## src/rtl/vga_pkg.sv

```systemverilog
// Shared constants, arbiter state type and helpers for the VGA write path.
// Requester lanes: REQ_CLEAR (screen clear), REQ_NOTE (note glyphs),
// REQ_CURSOR (playback cursor).
package vga_pkg;

    localparam int unsigned SCREEN_W   = 160;
    localparam int unsigned SCREEN_H   = 120;
    localparam int unsigned COLOUR_W   = 3;

    localparam int unsigned REQ_CLEAR  = 0;
    localparam int unsigned REQ_NOTE   = 1;
    localparam int unsigned REQ_CURSOR = 2;

    typedef enum logic [1:0] {
        IDLE = 2'd0,
        OWN  = 2'd1,
        GAP  = 2'd2
    } arb_state_t;

    // Convert a one-hot grant vector to a lane index (non one-hot maps to 0).
    function automatic logic [1:0] onehot_to_idx(input logic [2:0] oh);
        logic [1:0] idx;
        case (oh)
            3'b001:  idx = 2'd0;
            3'b010:  idx = 2'd1;
            3'b100:  idx = 2'd2;
            default: idx = 2'd0;
        endcase
        return idx;
    endfunction

endpackage

```

## src/rtl/vga_write_arbiter_if.sv

```systemverilog
// Request/pixel bus between the three drawing engines and the write arbiter.
// Lane i of the packed fields belongs to requester i.
interface vga_write_arbiter_if;

    logic [2:0]  req;
    logic [2:0]  done;
    logic [23:0] in_x;
    logic [20:0] in_y;
    logic [8:0]  in_colour;
    logic [2:0]  in_we;
    logic [2:0]  grant;
    logic [7:0]  x_out;
    logic [6:0]  y_out;
    logic [2:0]  colour;
    logic        writeEn;
    logic        timeout;

    modport master (
        output req, done, in_x, in_y, in_colour, in_we,
        input  grant, x_out, y_out, colour, writeEn, timeout
    );

    modport slave (
        input  req, done, in_x, in_y, in_colour, in_we,
        output grant, x_out, y_out, colour, writeEn, timeout
    );

endinterface

```

## src/rtl/vga_arb_pick.sv

```systemverilog
// Rotating-priority picker: the search starts at lane 'pointer' and wraps
// 2 -> 0. With pointer tied to 0 it degenerates to fixed priority 0 > 1 > 2.
module vga_arb_pick (
    input  logic [2:0] req,
    input  logic [1:0] pointer,
    output logic [2:0] grant
);

    // Select the first requesting lane at or after the pointer.
    always_comb begin
        grant = 3'b000;
        case (pointer)
            2'd1: begin
                if (req[1])      grant = 3'b010;
                else if (req[2]) grant = 3'b100;
                else if (req[0]) grant = 3'b001;
                else             grant = 3'b000;
            end
            2'd2: begin
                if (req[2])      grant = 3'b100;
                else if (req[0]) grant = 3'b001;
                else if (req[1]) grant = 3'b010;
                else             grant = 3'b000;
            end
            default: begin
                if (req[0])      grant = 3'b001;
                else if (req[1]) grant = 3'b010;
                else if (req[2]) grant = 3'b100;
                else             grant = 3'b000;
            end
        endcase
    end

endmodule

```

## src/rtl/vga_write_arbiter.sv

```systemverilog
// Three-way arbiter in front of the VGA adapter pixel port.
// IDLE picks a requester, OWN forwards its pixels (with off-screen clipping)
// until release or hold timeout, GAP inserts one dead cycle before IDLE.
// Optional build macro: VGA_ARB_ROUND_ROBIN_EN selects round-robin picking
// (pointer register); otherwise fixed priority 0 > 1 > 2.
module vga_write_arbiter
    import vga_pkg::*;
#(
    parameter int unsigned HOLD_MAX = 19200
) (
    input  logic               clk,
    input  logic               reset,
    vga_write_arbiter_if.slave bus
);

    localparam logic [14:0] HOLD_LAST = 15'(HOLD_MAX - 1);

    arb_state_t  state_r, state_s;
    logic [2:0]  grant_r, grant_s, pick_s;
    logic [1:0]  gidx_r, gidx_s, ptr_s;
    logic [14:0] hold_cnt_r, hold_cnt_s;
    logic        timeout_r, timeout_s;
    logic [7:0]  x_r;
    logic [6:0]  y_r;
    logic [2:0]  colour_r;
    logic        we_r;
    logic [7:0]  lane_x_s;
    logic [6:0]  lane_y_s;
    logic [2:0]  lane_colour_s;
    logic        lane_we_s, lane_done_s, lane_req_s;
    logic        release_s, clip_s;

`ifdef VGA_ARB_ROUND_ROBIN_EN
    logic [1:0] ptr_r, ptr_nxt_s;

    assign ptr_s = ptr_r;

    // Advance the search start to the lane after each new grant.
    always_comb begin
        ptr_nxt_s = ptr_r;
        if (state_r == IDLE && pick_s != 3'b000) begin
            case (onehot_to_idx(pick_s))
                2'd0:    ptr_nxt_s = 2'd1;
                2'd1:    ptr_nxt_s = 2'd2;
                default: ptr_nxt_s = 2'd0;
            endcase
        end else begin
            ptr_nxt_s = ptr_r;
        end
    end

    // Round-robin pointer register.
    always_ff @(posedge clk) begin
        if (reset) begin
            ptr_r <= 2'd0;
        end else begin
            ptr_r <= ptr_nxt_s;
        end
    end
`else
    assign ptr_s = 2'd0;
`endif

    vga_arb_pick u_pick (
        .req     (bus.req),
        .pointer (ptr_s),
        .grant   (pick_s)
    );

    // Route the granted lane's pixel and handshake bits.
    always_comb begin
        lane_x_s      = 8'd0;
        lane_y_s      = 7'd0;
        lane_colour_s = 3'd0;
        lane_we_s     = 1'b0;
        lane_done_s   = 1'b0;
        lane_req_s    = 1'b0;
        case (gidx_r)
            2'd0: begin
                lane_x_s      = bus.in_x[7:0];
                lane_y_s      = bus.in_y[6:0];
                lane_colour_s = bus.in_colour[2:0];
                lane_we_s     = bus.in_we[0];
                lane_done_s   = bus.done[0];
                lane_req_s    = bus.req[0];
            end
            2'd1: begin
                lane_x_s      = bus.in_x[15:8];
                lane_y_s      = bus.in_y[13:7];
                lane_colour_s = bus.in_colour[5:3];
                lane_we_s     = bus.in_we[1];
                lane_done_s   = bus.done[1];
                lane_req_s    = bus.req[1];
            end
            2'd2: begin
                lane_x_s      = bus.in_x[23:16];
                lane_y_s      = bus.in_y[20:14];
                lane_colour_s = bus.in_colour[8:6];
                lane_we_s     = bus.in_we[2];
                lane_done_s   = bus.done[2];
                lane_req_s    = bus.req[2];
            end
            default: begin
                lane_x_s      = 8'd0;
                lane_y_s      = 7'd0;
                lane_colour_s = 3'd0;
                lane_we_s     = 1'b0;
                lane_done_s   = 1'b0;
                lane_req_s    = 1'b0;
            end
        endcase
    end

    assign clip_s    = (lane_x_s > 8'(SCREEN_W - 1)) || (lane_y_s > 7'(SCREEN_H - 1));
    assign release_s = lane_done_s | ~lane_req_s;

    // Next state, grant, hold counter and timeout; release beats timeout.
    always_comb begin
        state_s    = state_r;
        grant_s    = grant_r;
        gidx_s     = gidx_r;
        hold_cnt_s = hold_cnt_r;
        timeout_s  = 1'b0;
        case (state_r)
            IDLE: begin
                if (pick_s != 3'b000) begin
                    state_s    = OWN;
                    grant_s    = pick_s;
                    gidx_s     = onehot_to_idx(pick_s);
                    hold_cnt_s = 15'd0;
                end else begin
                    state_s    = IDLE;
                end
            end
            OWN: begin
                hold_cnt_s = hold_cnt_r + 15'd1;
                if (release_s) begin
                    state_s = GAP;
                    grant_s = 3'b000;
                end else if (hold_cnt_r == HOLD_LAST) begin
                    state_s   = GAP;
                    grant_s   = 3'b000;
                    timeout_s = 1'b1;
                end else begin
                    state_s = OWN;
                end
            end
            GAP: begin
                state_s = IDLE;
                grant_s = 3'b000;
            end
            default: begin
                state_s = IDLE;
                grant_s = 3'b000;
            end
        endcase
    end

    // Arbiter control registers.
    always_ff @(posedge clk) begin
        if (reset) begin
            state_r    <= IDLE;
            grant_r    <= 3'b000;
            gidx_r     <= 2'd0;
            hold_cnt_r <= 15'd0;
            timeout_r  <= 1'b0;
        end else begin
            state_r    <= state_s;
            grant_r    <= grant_s;
            gidx_r     <= gidx_s;
            hold_cnt_r <= hold_cnt_s;
            timeout_r  <= timeout_s;
        end
    end

    // Pixel output registers: capture while owned, hold coordinates otherwise.
    always_ff @(posedge clk) begin
        if (reset) begin
            x_r      <= 8'd0;
            y_r      <= 7'd0;
            colour_r <= 3'd0;
            we_r     <= 1'b0;
        end else if (state_r == OWN) begin
            x_r      <= lane_x_s;
            y_r      <= lane_y_s;
            colour_r <= lane_colour_s;
            we_r     <= lane_we_s & ~clip_s;
        end else begin
            we_r     <= 1'b0;
        end
    end

    assign bus.grant   = grant_r;
    assign bus.x_out   = x_r;
    assign bus.y_out   = y_r;
    assign bus.colour  = colour_r;
    assign bus.writeEn = we_r;
    assign bus.timeout = timeout_r;

endmodule

```

## src/flat_wrapper.sv

```systemverilog
// flat-port wrapper written by rule: the top's interface ports become plain ports
module vga_write_arbiter_flat import vga_pkg::*;
#(
    parameter int unsigned HOLD_MAX = 19200
)
  (clk, reset, bus_req, bus_done, bus_in_x, bus_in_y, bus_in_colour, bus_in_we, bus_grant, bus_x_out, bus_y_out, bus_colour, bus_writeEn, bus_timeout);
  vga_write_arbiter_if bus_i ();
  input  logic clk;
  input  logic reset;
  input wire logic [$bits(bus_i.req)-1:0] bus_req;
  input wire logic [$bits(bus_i.done)-1:0] bus_done;
  input wire logic [$bits(bus_i.in_x)-1:0] bus_in_x;
  input wire logic [$bits(bus_i.in_y)-1:0] bus_in_y;
  input wire logic [$bits(bus_i.in_colour)-1:0] bus_in_colour;
  input wire logic [$bits(bus_i.in_we)-1:0] bus_in_we;
  output wire logic [$bits(bus_i.grant)-1:0] bus_grant;
  output wire logic [$bits(bus_i.x_out)-1:0] bus_x_out;
  output wire logic [$bits(bus_i.y_out)-1:0] bus_y_out;
  output wire logic [$bits(bus_i.colour)-1:0] bus_colour;
  output wire logic [$bits(bus_i.writeEn)-1:0] bus_writeEn;
  output wire logic [$bits(bus_i.timeout)-1:0] bus_timeout;
  assign bus_i.req = bus_req;
  assign bus_i.done = bus_done;
  assign bus_i.in_x = bus_in_x;
  assign bus_i.in_y = bus_in_y;
  assign bus_i.in_colour = bus_in_colour;
  assign bus_i.in_we = bus_in_we;
  assign bus_grant = bus_i.grant;
  assign bus_x_out = bus_i.x_out;
  assign bus_y_out = bus_i.y_out;
  assign bus_colour = bus_i.colour;
  assign bus_writeEn = bus_i.writeEn;
  assign bus_timeout = bus_i.timeout;
  vga_write_arbiter #(.HOLD_MAX(HOLD_MAX)) u_core (.clk(clk), .reset(reset), .bus(bus_i));
endmodule
```

## config.mk

```make
export PLATFORM = sky130hd
export DESIGN_NAME = vga_write_arbiter_flat
export DESIGN_NICKNAME = d
export VERILOG_FILES = /design/src/rtl/vga_pkg.sv /design/src/rtl/vga_write_arbiter_if.sv /design/src/rtl/vga_arb_pick.sv /design/src/rtl/vga_write_arbiter.sv /design/src/flat_wrapper.sv
export SDC_FILE = /design/constraint.sdc
export NUM_CORES = 1
export LEC_CHECK = 0
export ABC_AREA = 0
export BUFFER_PORTS_ARGS = -buffer_cell sky130_fd_sc_hd__buf_2
export CORE_MARGIN = 3
export CORE_UTILIZATION = 30
export CTS_BUF_LIST = sky130_fd_sc_hd__clkbuf_8
export DETAILED_ROUTE_END_ITERATION = 7
export GPL_ROUTABILITY_DRIVEN = 0
export GPL_TIMING_DRIVEN = 0
export PLACE_DENSITY = 0.51
export SLEW_MARGIN = 10
export SYNTH_ARGS = -nofsm -noshare
export SYNTH_HDL_FRONTEND = slang
export SYNTH_HIERARCHICAL = 1
export SYNTH_SLANG_ARGS = --single-unit
```

## constraint.sdc

```tcl
create_clock -name clk -period 6.5 [get_ports clk]
set_input_delay 0.975 -clock clk [delete_from_list [all_inputs] [get_ports clk]]
set_output_delay 0.975 -clock clk [all_outputs]
set_load 0.005 [all_outputs]
```

==> metrics.txt, run 1 <==
outcome complete, no violations; DP HPWL 4.77 mm; Critical-path top delay cell o32ai_1; IO Port Bufs 86; Flop pwr share 46.3%; HP Class flop to flop; Slew HR 53.5%; pin count of the biggest net entering global routing 13; Syn Inst Count 265; distinct cell type count after synthesis 45; detail-routed via count per cell 4.68; fraction of synthesized cell area taken by the top area cell type 37.8%; DIE HEIGHT 92.1 µm; largest buffer count on any clock path 2; Synth Area in Simple Gates 23.2%; Mapped Avg Cell Area 8.39 µm²; Iter 0 DRT Violations 63; fmax 347 MHz; critical path fanouts, max 5; ANT nets after route 0; Die X-Extent 92.1 µm; Seq cells post-synth 42; Critical Path AT 3100 ps; CP Class primary input to flop; postcts setup bufs 0; Top Ports 88; Area contributors post-synth dfxtp_1 38%, mux2i_1 9.0%, a21oi_1 5.4%, nor2_1 5.2%, o21ai_0 4.3%; register area share after synthesis 37.8%; Max Clock Skew 3.48 ps; vias 2,154; Comb power frac 23.1%; Pint 448 µW; Core Rows 30; P_sw 176 µW; post_cts resized 0; Root Driver clkbuf_8; Initial Utilization 31.8%; Crit. End Element flop; max cap viols 0; first-pass GRT wire length 10.0 mm; DIE AREA 8480 µm²; ANT cells 0; Synth Flop Type dfxtp_1; critical path, cell by cell buf_2 > inv_1 > mux2i_1 > o32ai_1 > nor4_1 > or3_4 > or4_1 > a21oi_1; area leader, netlist dfxtp_1; switching part of the total 28.2%; Pleak 0.00118 µW; top-count cell post-synth dfxtp_1; Clk Latency, worst-skew pair 290 ps; Post-Route WL 6.03 mm; area grow syn2layout 30.6%; synth cell count leaders 42 x dfxtp_1, 31 x nor2_1, 24 x a21oi_1, 20 x mux2i_1, 19 x o21ai_0; largest family of logic cells by synthesized area simple AND/OR/NAND/NOR gates; mux contribution to synthesized area 10.5%; synthesized cell area 2220 µm²; final hold violations 0; RSZ-0062 raised after global routing false; Ys Warns 6; DR DRC count 0; GR Overflow Total 0; Max VDD drop 68.3 µV; clock slew at reported path FFs 70 ps; Multi-input gate area 1300 µm²; CP max stage delay 550 ps; overall routing resource usage 14.4%; Period Utilization, post-route 44.3%; core box area 6980 µm²; Post-synth EDFFs 0; Compound-Gate Fraction of Synth Area 17.8%; # setup viols final 0; Routed WL per cell 13.1 µm; Placed Instance Area 2790 µm²; Nets 433; CTS tree done; number of global-route vias before repair 2,149; XOR/XNOR share of the synthesized area 3.15%; FF+latch area 841 µm²; Worst Path Required 6720 ps; Design Area, Final 2900 µm²; layout cell share with drive strength beyond 1 28.8%; Worst Tran Pin Value 691 ps; H-Tree Depth 2; DR pass1 iterations 4; Slew Limit Fails 0; antenna violations before repair 0; clk sinks 42; fin crit period 2880 ps; Synth Area in Adders 2.81%; CP startpoint kind primary input; delay-heaviest family, CP simple AND/OR/NAND/NOR gates; hold buffer count at CTS 0; CTS buffer count 5; Post-synth ARST share 0%; crit path buf inv count 2; final setup TNS 0 ps; FILL cells 757; Clk pwr share 30.6%; pwr/cell area 215 nW/µm²
## power groups by stage
| stage | registers, µW | logic, µW | clock network, µW |
|---|---|---|---|
| 2_1_floorplan | 295 | 84.6 | 0 |
| 3_3_place_gp | 294 | 146 | 0 |
| 3_5_place_dp | 295 | 145 | 0 |
| 4_1_cts | 289 | 145 | 200 |
| 5_1_grt | 292 | 166 | 211 |
| 6_report | 289 | 144 | 191 |
## final cells by class
type                            count  area share, %
Clock buffer                        8           3.79
Tap cell                           96           4.14
Sequential cell                    42           29.0
Timing Repair Buffer               86           14.8
Multi-Input combinational cell    203           44.8
Buffer                             15           2.16
Inverter                           10           1.29
## registers in the layout (all words and copies together) (netlist names)
register / count
u_core/bus.grant: 3
u_core/bus.y_out: 7
u_core/gidx_r: 2
u_core/state_r: 2
u_core/hold_cnt_r: 15
u_core/bus.colour: 3
u_core/bus.timeout: 1
u_core/bus.x_out: 8
u_core/bus.writeEn: 1
## worst min-delay path: cells and delay by family (launching register included)
family / cells / cell delay [ps]
AO/OA/AOI/OAI: 1 / 50
AND/OR/NAND/NOR: 1 / 40
flip-flops: 1 / 330
## layer usage
metal	part of all wire, %	GRT usage, %	vias to the layer above
met1	46	18.5	952
met2	45	23.6	67
li1	-	-	1130
met3	8.4	4.51	5
met4	0.71	3.71	0
met5	0	0	-
## path summary, 6_finish.rpt
| kind | startpoint | endpoint | slack [ps] | depth (start not counted) |
|---|---|---|---|---|
| hold / removal | u_core/bus.colour[0]$_SDFFE_PP0P_ | u_core/bus.colour[0]$_SDFFE_PP0P_ | 460 | 2 |
| setup reg to reg | u_core/gidx_r[0]$_SDFFE_PP0P_ | u_core/bus.writeEn$_SDFF_PP0_ | 4560 | 5 |
| setup / recovery | bus_req[0] | u_core/hold_cnt_r[14]$_SDFFE_PP0P_ | 3620 | 8 |
| hold reg to reg | u_core/bus.colour[0]$_SDFFE_PP0P_ | u_core/bus.colour[0]$_SDFFE_PP0P_ | 460 | 2 |
## through the flow
step                util, %  worst slack, ps  hold slack [ps]  instances  power (µW)
finish                 41.6             3620              456        460         624
global route           41.6             3370              483        460         669
CTS                    41.6             3650              461        460         634
detailed placement     40.0             3350              443        452         440
global placement       40.0             3380              434        452         439
floorplan                 -             3750              449        270         379
## logic make-up after synthesis
logic type / count (synthesis)
and+or+nand+nor: 95
AOI/OAI and AO/OA: 66
other: 1
adders and majority gates: 5
muxes: 23
buffers and inverters: 25
DFF: 42
xor gates and xnor gates: 8
## layout by cell type, fill, tap and decap left out, types with 2 or more instances in the layout
cell type,netlist,layout
nor4_1,7,7
mux2i_1,20,20
ha_1,5,5
a22oi_1,3,3
buf_2,2,88
nor2_1,31,31
o21a_1,2,2
nand3b_1,2,2
inv_1,10,10
xnor2_1,8,8
a211oi_1,8,8
nor4b_1,2,2
dfxtp_1,42,42
nand2b_1,2,2
nor3_1,5,5
nand2_1,18,18
clkbuf_8,0,8
conb_1,1,6
buf_1,2,2
a2bb2oi_1,4,4
mux2_2,3,3
o21ai_0,19,19
a21oi_1,24,24
nand3_1,5,5
clkbuf_1,10,10
or3_1,6,6
nor2b_1,5,5
(Power assumes the default switching activity.)
==> inputs of run 2 (changes only) <==
--- a/config.mk
+++ b/config.mk
@@ -5,7 +5,7 @@
 export SDC_FILE = /design/constraint.sdc
 export NUM_CORES = 1
 export LEC_CHECK = 0
-export ABC_AREA = 0
+export ABC_AREA = 1
 export BUFFER_PORTS_ARGS = -buffer_cell sky130_fd_sc_hd__buf_2
 export CORE_MARGIN = 3
 export CORE_UTILIZATION = 30
@@ -13,7 +13,7 @@
 export DETAILED_ROUTE_END_ITERATION = 7
 export GPL_ROUTABILITY_DRIVEN = 0
 export GPL_TIMING_DRIVEN = 0
-export PLACE_DENSITY = 0.51
+export PLACE_DENSITY = 0.5
 export SLEW_MARGIN = 10
 export SYNTH_ARGS = -nofsm -noshare
 export SYNTH_HDL_FRONTEND = slang
==> constraint.sdc (replaced) <==
create_clock -name clk -period 2.93 [get_ports clk]
set_input_delay 0.4395 -clock clk [delete_from_list [all_inputs] [get_ports clk]]
set_output_delay 0.4395 -clock clk [all_outputs]
set_load 0.005 [all_outputs]
==> run 2 against run 1 <==
Power increased by 120%. Sequential power rose by 120%. Non-clock buffer count shrank 4. Worst setup slack got worse by 2400 ps. Final cell count increased by 23%. Global-route usage rose by 1.0 points. Die area increased by 7.5%. Largest cell class unchanged.
==> metrics.txt, run 2 <==
outcome complete, no violations; Post-synth EDFFs 0 (unchanged); clk sinks 42 (unchanged); Core Rows 32 (+6.7%); detail-routed via count per cell 4.62 (-1.4%); Reg-to-Reg Start u_core/hold_cnt_r[0]$_SDFFE_PP0P_; synth cell count leaders 136 x nand2_1, 43 x nand3_1, 42 x dfxtp_1, 26 x inv_1, 23 x nor2_1; Top Ports 88 (unchanged); worst reg2reg path endpoint u_core/hold_cnt_r[12]$_SDFFE_PP0P_; Area contributors post-synth dfxtp_1 35%, nand2_1 21%, nand3_1 9.0%, inv_1 4.1%, a21oi_1 4.0%; antenna violations before repair 0 (unchanged); Largest Register u_core/hold_cnt_r; Ys Warns 6 (unchanged); Critical Path AT 1940 ps (-1160 ps); fraction of synthesized cell area taken by the top area cell type 35.0% (-2.8 points); clock slew at reported path FFs 80 ps (about the same); HP Class primary input to flop; IO Port Bufs 87 (+1.2%); Max Clock Skew 3.85 ps (+0.367 ps); Synth Flop Type dfxtp_1; Pint 932 µW (+110%); P_sw 429 µW (+140%); max reg flops 15 (unchanged); Post-Route WL 6.77 mm (+12%); Initial Utilization 30.9% (-0.92 points); Worst Path Required 3160 ps (-3560 ps); Worst Tran Pin Value 581 ps (-110 ps); DR DRC count 0 (unchanged); CP Class primary input to flop; Routed WL per cell 11.9 µm (-9.1%); distinct cell type count after synthesis 35 (-22%); Flop pwr share 46.2% (about the same); WHS Endpoint u_core/bus.y_out[0]$_SDFFE_PP0P_; Crit. End Element flop; Syn Inst Count 366 (+38%); Clk pwr share 28.4% (-2.2 points); Synth Area in Simple Gates 43.0% (+20 points); area leader, netlist dfxtp_1; switching part of the total 31.5% (+3.3 points); most frequent cells in the layout 136 x nand2_1, 90 x buf_2, 43 x nand3_1, 42 x dfxtp_1, 27 x inv_1; worst reg2reg path depth 8 (+3); Slew Limit Fails 0 (unchanged); Clk Latency, worst-skew pair 290 ps (about the same); pin count of the biggest net entering global routing 13 (unchanged); Pleak 0.00149 µW (+26%); Period Utilization, post-route 58.4%; CP startpoint kind primary input; Util after Layout 39.6% (-2.0 points); DR pass1 iterations 4 (unchanged); Compound-Gate Fraction of Synth Area 11.0% (-6.8 points); Hold Path Stages 2 (unchanged); ANT cells 0 (unchanged); mux contribution to synthesized area 0% (-11 points); Root Driver clkbuf_8; H-Tree Depth 2 (unchanged); Post-synth ARST share 0% (unchanged); total design power 1360 µW (+120%); non-filler cells in the finished layout 568 (+23%); Mapped Avg Cell Area 6.56 µm² (-22%); postcts setup bufs 0 (unchanged); area grow syn2layout 28.0%; fmax 585 MHz; hold buffer count at CTS 0 (unchanged); Seq cells post-synth 42 (unchanged); post_cts resized 0 (unchanged); overall routing resource usage 15.5% (+1.0 points); Synth Area in Adders 2.60% (-0.21 points); first-pass GRT wire length 11.1 mm (+11%); Nets 535 (+24%); CTS tree done; CTS buffer count 5 (unchanged); # setup viols final 0 (unchanged); XOR/XNOR share of the synthesized area 0% (-3.2 points); final hold violations 0 (unchanged); GR Overflow Total 0 (unchanged); worst hold path startpoint reset; ANT nets after route 0 (unchanged); DP HPWL 5.39 mm (+13%); Die X-Extent 95.5 µm (+3.7%); fin crit period 1710 ps; Iter 0 DRT Violations 73 (+16%); layout cell share with drive strength beyond 1 28.5% (-0.31 points); setup slack, reg-to-reg 1440 ps (-3120 ps); top-count cell post-synth nand2_1; dpl cells 560 (+24%); Max VDD drop 168 µV (+150%); final setup TNS 0 ps (unchanged); number of global-route vias before repair 2,465 (+15%); DIE HEIGHT 95.5 µm (+3.7%); largest family of logic cells by synthesized area simple AND/OR/NAND/NOR gates; RSZ-0062 raised after global routing false; register area share after synthesis 35.0% (-2.8 points); critical path fanouts, max 7 (+2); synthesized cell area 2400 µm² (+8.0%); commonest non-fill, non-tap cell in the layout nand2_1; Comb power frac 25.4% (+2.3 points); max cap viols 0 (unchanged); DIE AREA 9120 µm² (+7.5%); largest buffer count on any clock path 2 (unchanged); Slew HR 61.3% (+7.8 points); vias 2,623 (+22%); core box area 7770 µm² (+11%); worst hold slack 328 ps (-128 ps); pwr/cell area 443 nW/µm² (+110%)
==> run 2: cell count changes after synthesis, sizes merged, moves of 4 or more <==
cell	previous run	this run
mux2i	20	0
a2bb2oi	4	0
a211oi	8	0
nor4	7	0
nor2b	5	0
nand3	5	45
inv	10	34
clkbuf	10	2
xnor2	8	0
nand2	18	142
o21ai	19	9
or3	7	0
==> run 2: cell type report <==
cell class | count | area [µm²]
Buffer | 10 | 67.6
Inverter | 34 | 130
Clock buffer | 6 | 82.6
Timing Repair Buffer | 87 | 435
Tap cell | 102 | 128
Fill cell | 901 | 4690
Clock inverter | 2 | 8.76
Sequential cell | 42 | 841
Multi-Input combinational cell | 285 | 1380
==> run 2: critical path: stages <==
cell	delay, ps
buf_2	100
inv_1	60
nand2_1	60
nand2_1	50
nor2_1	90
nor2_1	60
nor2_2	140
nand2_1	60
nand2_1	140
nand2_1	240
inv_1	260
o21ai_0	120
a21oi_1	120
==> run 2: worst max-delay path by stage <==
stage                          start                            endpoint  depth (start not counted)
final                     bus_req[0]   u_core/hold_cnt_r[7]$_SDFFE_PP0P_                         13
after global routing      bus_req[0]   u_core/hold_cnt_r[9]$_SDFFE_PP0P_                         13
after CTS                 bus_req[0]   u_core/hold_cnt_r[7]$_SDFFE_PP0P_                         13
after detailed placement  bus_req[0]   u_core/hold_cnt_r[7]$_SDFFE_PP0P_                         13
after global placement    bus_req[0]   u_core/hold_cnt_r[7]$_SDFFE_PP0P_                         13
after floorplan           bus_req[0]  u_core/hold_cnt_r[12]$_SDFFE_PP0P_                         14
==> run 2: power groups by stage <==
stage | Clock (µW) | Sequential [µW] | Combinational, µW
after floorplan | 0 | 644 | 211
after global placement | 0 | 642 | 348
after global routing | 428 | 634 | 393
after CTS | 407 | 630 | 350
after detailed placement | 0 | 643 | 348
final | 386 | 629 | 346
==> run 2: per-layer routing <==
metal | vias to the layer above | track usage (%) | wire length [µm]
met4 | 0 | 4.27 | 85
met2 | 62 | 26.6 | 3190
li1 | 1370 | - | -
met1 | 1185 | 19.5 | 3120
met5 | - | 0 | 0
met3 | 6 | 3.08 | 371
==> run 2: kinds of logic (layout without fill, tap and decap cells) <==
| kind of cell | after synthesis | in the layout |
|---|---|---|
| buffers and inverters | 44 | 139 |
| DFF | 42 | 42 |
| AOI/OAI and AO/OA | 43 | 43 |
| and+or+nand+nor | 231 | 231 |
| other | 1 | 6 |
| adders and majority gates | 5 | 5 |
==> run 2: metrics by stage <==
stage                     setup WS, ps  instance area [µm²]
after CTS                         1200                 3080
after floorplan                   1360                 2420
after global placement             866                 2980
after global routing               971                 3080
final                             1220                 3080
after detailed placement           901                 2980
==> inputs of run 3 (changes only) <==
--- a/config.mk
+++ b/config.mk
@@ -13,7 +13,7 @@
 export DETAILED_ROUTE_END_ITERATION = 7
 export GPL_ROUTABILITY_DRIVEN = 0
 export GPL_TIMING_DRIVEN = 0
-export PLACE_DENSITY = 0.5
+export PLACE_DENSITY = 0.52
 export SLEW_MARGIN = 10
 export SYNTH_ARGS = -nofsm -noshare
 export SYNTH_HDL_FRONTEND = slang
==> constraint.sdc (replaced) <==
create_clock -name clk -period 1.5 [get_ports clk]
set_input_delay 0.225 -clock clk [delete_from_list [all_inputs] [get_ports clk]]
set_output_delay 0.225 -clock clk [all_outputs]
set_load 0.005 [all_outputs]
==> run 3 against run 2 <==
Worst setup slack got worse by 1100 ps. Clock-buffer cell count did not move. Largest cell class unchanged. Hold slack lost 210 ps. Clock skew increased by 0.73 ps. Register-to-register slack got worse by 1300 ps. Sequential power up 96%. Global-route usage down 0.33 points. Sequential cell count did not move. Cell area up 2.6%. Largest power group unchanged. Combinational power up 100%.
==> metrics.txt, run 3 (synthesis results as in run 2) <==
core box area 7770 µm² (unchanged); pwr/cell area 856 nW/µm² (+93%); final hold violations 0 (unchanged); vias 2,592 (-1.2%); Iter 0 DRT Violations 57 (-22%); outcome complete, no violations; Clk Latency, worst-skew pair 290 ps (about the same); HP Class primary input to flop; layout cell share with drive strength beyond 1 30.9% (+2.3 points); switching part of the total 31.6% (+0.10 points); Largest Register u_core/hold_cnt_r; Period Utilization, post-route 91.4%; Worst Path Required 1700 ps (-1460 ps); antenna violations before repair 0 (unchanged); ANT cells 0 (unchanged); Max VDD drop 353 µV (+110%); ANT nets after route 0 (unchanged); non-filler cells in the finished layout 572 (+0.70%); detail-routed via count per cell 4.53 (-1.9%); clock slew at reported path FFs 80 ps (about the same); Flop pwr share 45.6% (-0.6 points); Top Ports 88 (unchanged); Die X-Extent 95.5 µm (unchanged); delay-heaviest family, CP simple AND/OR/NAND/NOR gates; number of global-route vias before repair 2,387 (-3.2%); CP startpoint kind flop; P_sw 853 µW (+99%); DIE AREA 9120 µm² (unchanged); Slew Limit Fails 0 (unchanged); Pint 1850 µW (+98%); cell mode on critical path nand2_1; Worst Tran Pin Value 555 ps (-25.5 ps); most frequent cells in the layout 134 x nand2_1, 89 x buf_2, 43 x nand3_1, 40 x dfxtp_1, 25 x inv_1; critical path fanouts, max 7 (unchanged); pre-CTS setup slack -339 ps (-1240 ps); Critical-path top delay cell dfxtp_1; CTS tree done; CP Class flop to flop; max reg flops 15 (unchanged); Core Rows 32 (unchanged); max cap viols 0 (unchanged); DR pass1 iterations 4 (unchanged); Post-Route WL 6.80 mm (+0.41%); commonest non-fill, non-tap cell in the layout nand2_1; Routed WL per cell 11.9 µm (-0.29%); Max Clock Skew 4.58 ps (+0.732 ps); overall routing resource usage 15.1% (-0.33 points); Nets 539 (+0.75%); CP max stage delay 340 ps (+80 ps); RSZ-0062 raised after global routing true; fin crit period 1370 ps; DR DRC count 0 (unchanged); CTS buffer count 5 (unchanged); area grow syn2layout 31.3%; critical path, cell by cell buf_6 > inv_4 > nor2_4 > buf_12 > nand2_1 > nand2_1 > a21oi_2 > nand2_1 > nand2_1 > nand3_1 > nor2_1; FILL cells 853 (-5.3%); DP HPWL 5.36 mm (-0.54%); DIE HEIGHT 95.5 µm (unchanged); crit path buf inv count 3 (unchanged); Pleak 0.00150 µW (+1.1%); dpl cells 560 (unchanged); GR Overflow Total 0 (unchanged); # setup viols final 0 (unchanged); IO Port Bufs 87 (unchanged); Design Area, Final 3150 µm² (+2.6%); Critical Path AT 1570 ps (-370 ps); first-pass GRT wire length 10.9 mm (-1.9%); largest buffer count on any clock path 2 (unchanged); Comb power frac 26.0% (+0.6 points); Clk pwr share 28.3% (about the same); Final Worst Setup Slack 129 ps (-1090 ps); Initial Utilization 30.9% (unchanged); H-Tree Depth 2 (unchanged); Slew HR 63.0% (+1.7 points); fmax 730 MHz; pin count of the biggest net entering global routing 14 (+1); clk sinks 42 (unchanged); Placed Instance Area 2980 µm² (unchanged); Crit. End Element flop; Root Driver clkbuf_8
## run 3: final timing paths
check | endpoint | cells past startpoint | from | slack [ps]
setup / recovery | u_core/bus.writeEn$_SDFF_PP0_ | 11 | u_core/gidx_r[0]$_SDFFE_PP0P_ | 130
hold / removal | u_core/bus.y_out[0]$_SDFFE_PP0P_ | 2 | reset | 120
setup reg to reg | u_core/bus.writeEn$_SDFF_PP0_ | 11 | u_core/gidx_r[0]$_SDFFE_PP0P_ | 130
hold reg to reg | u_core/bus.y_out[0]$_SDFFE_PP0P_ | 2 | u_core/bus.y_out[0]$_SDFFE_PP0P_ | 460
## run 3: what timing repair did
action,CTS,global route
setup buffers,0,4
hold buffers,0,0
pin swaps,0,2
endpoints found under the setup margin,3,20
resized for setup,2,9
## run 3: per-stage QoR
step	hold WS, ps	util [%]	setup TNS (ps)	power, µW
finish	115	40.6	0	2700
global route	121	40.6	-39.5	2890
CTS	101	39.7	0	2720
detailed placement	423	38.4	-2650	1940
global placement	420	38.4	-2460	1930
floorplan	294	-	0	1670
## run 3: routing by layer
layer	wire length [µm]	global-route usage, %	part of all wire, %
met1	3180	19.6	47
met2	3290	25.6	48
met3	303	3.00	4.5
met4	28	4.03	0.41
met5	0	0	0
## run 3: power groups by stage
stage / combinational [µW] / clock, µW / sequential [µW]
finish: 703 / 765 / 1230
global route: 802 / 846 / 1240
CTS: 689 / 804 / 1230
detailed placement: 685 / 0 / 1260
global placement: 680 / 0 / 1250
floorplan: 412 / 0 / 1260
## run 3: layout make-up
class                           instances  area (µm²)  share of cell area, %
Multi-Input combinational cell        285        1410                   44.6
Clock inverter                          2        12.5                  0.397
Inverter                               34         133                   4.20
Sequential cell                        42         843                   26.7
Clock buffer                            6        82.6                   2.62
Timing Repair Buffer                   91         478                   15.2
Buffer                                 10        70.1                   2.22
Tap cell                              102         128                   4.05
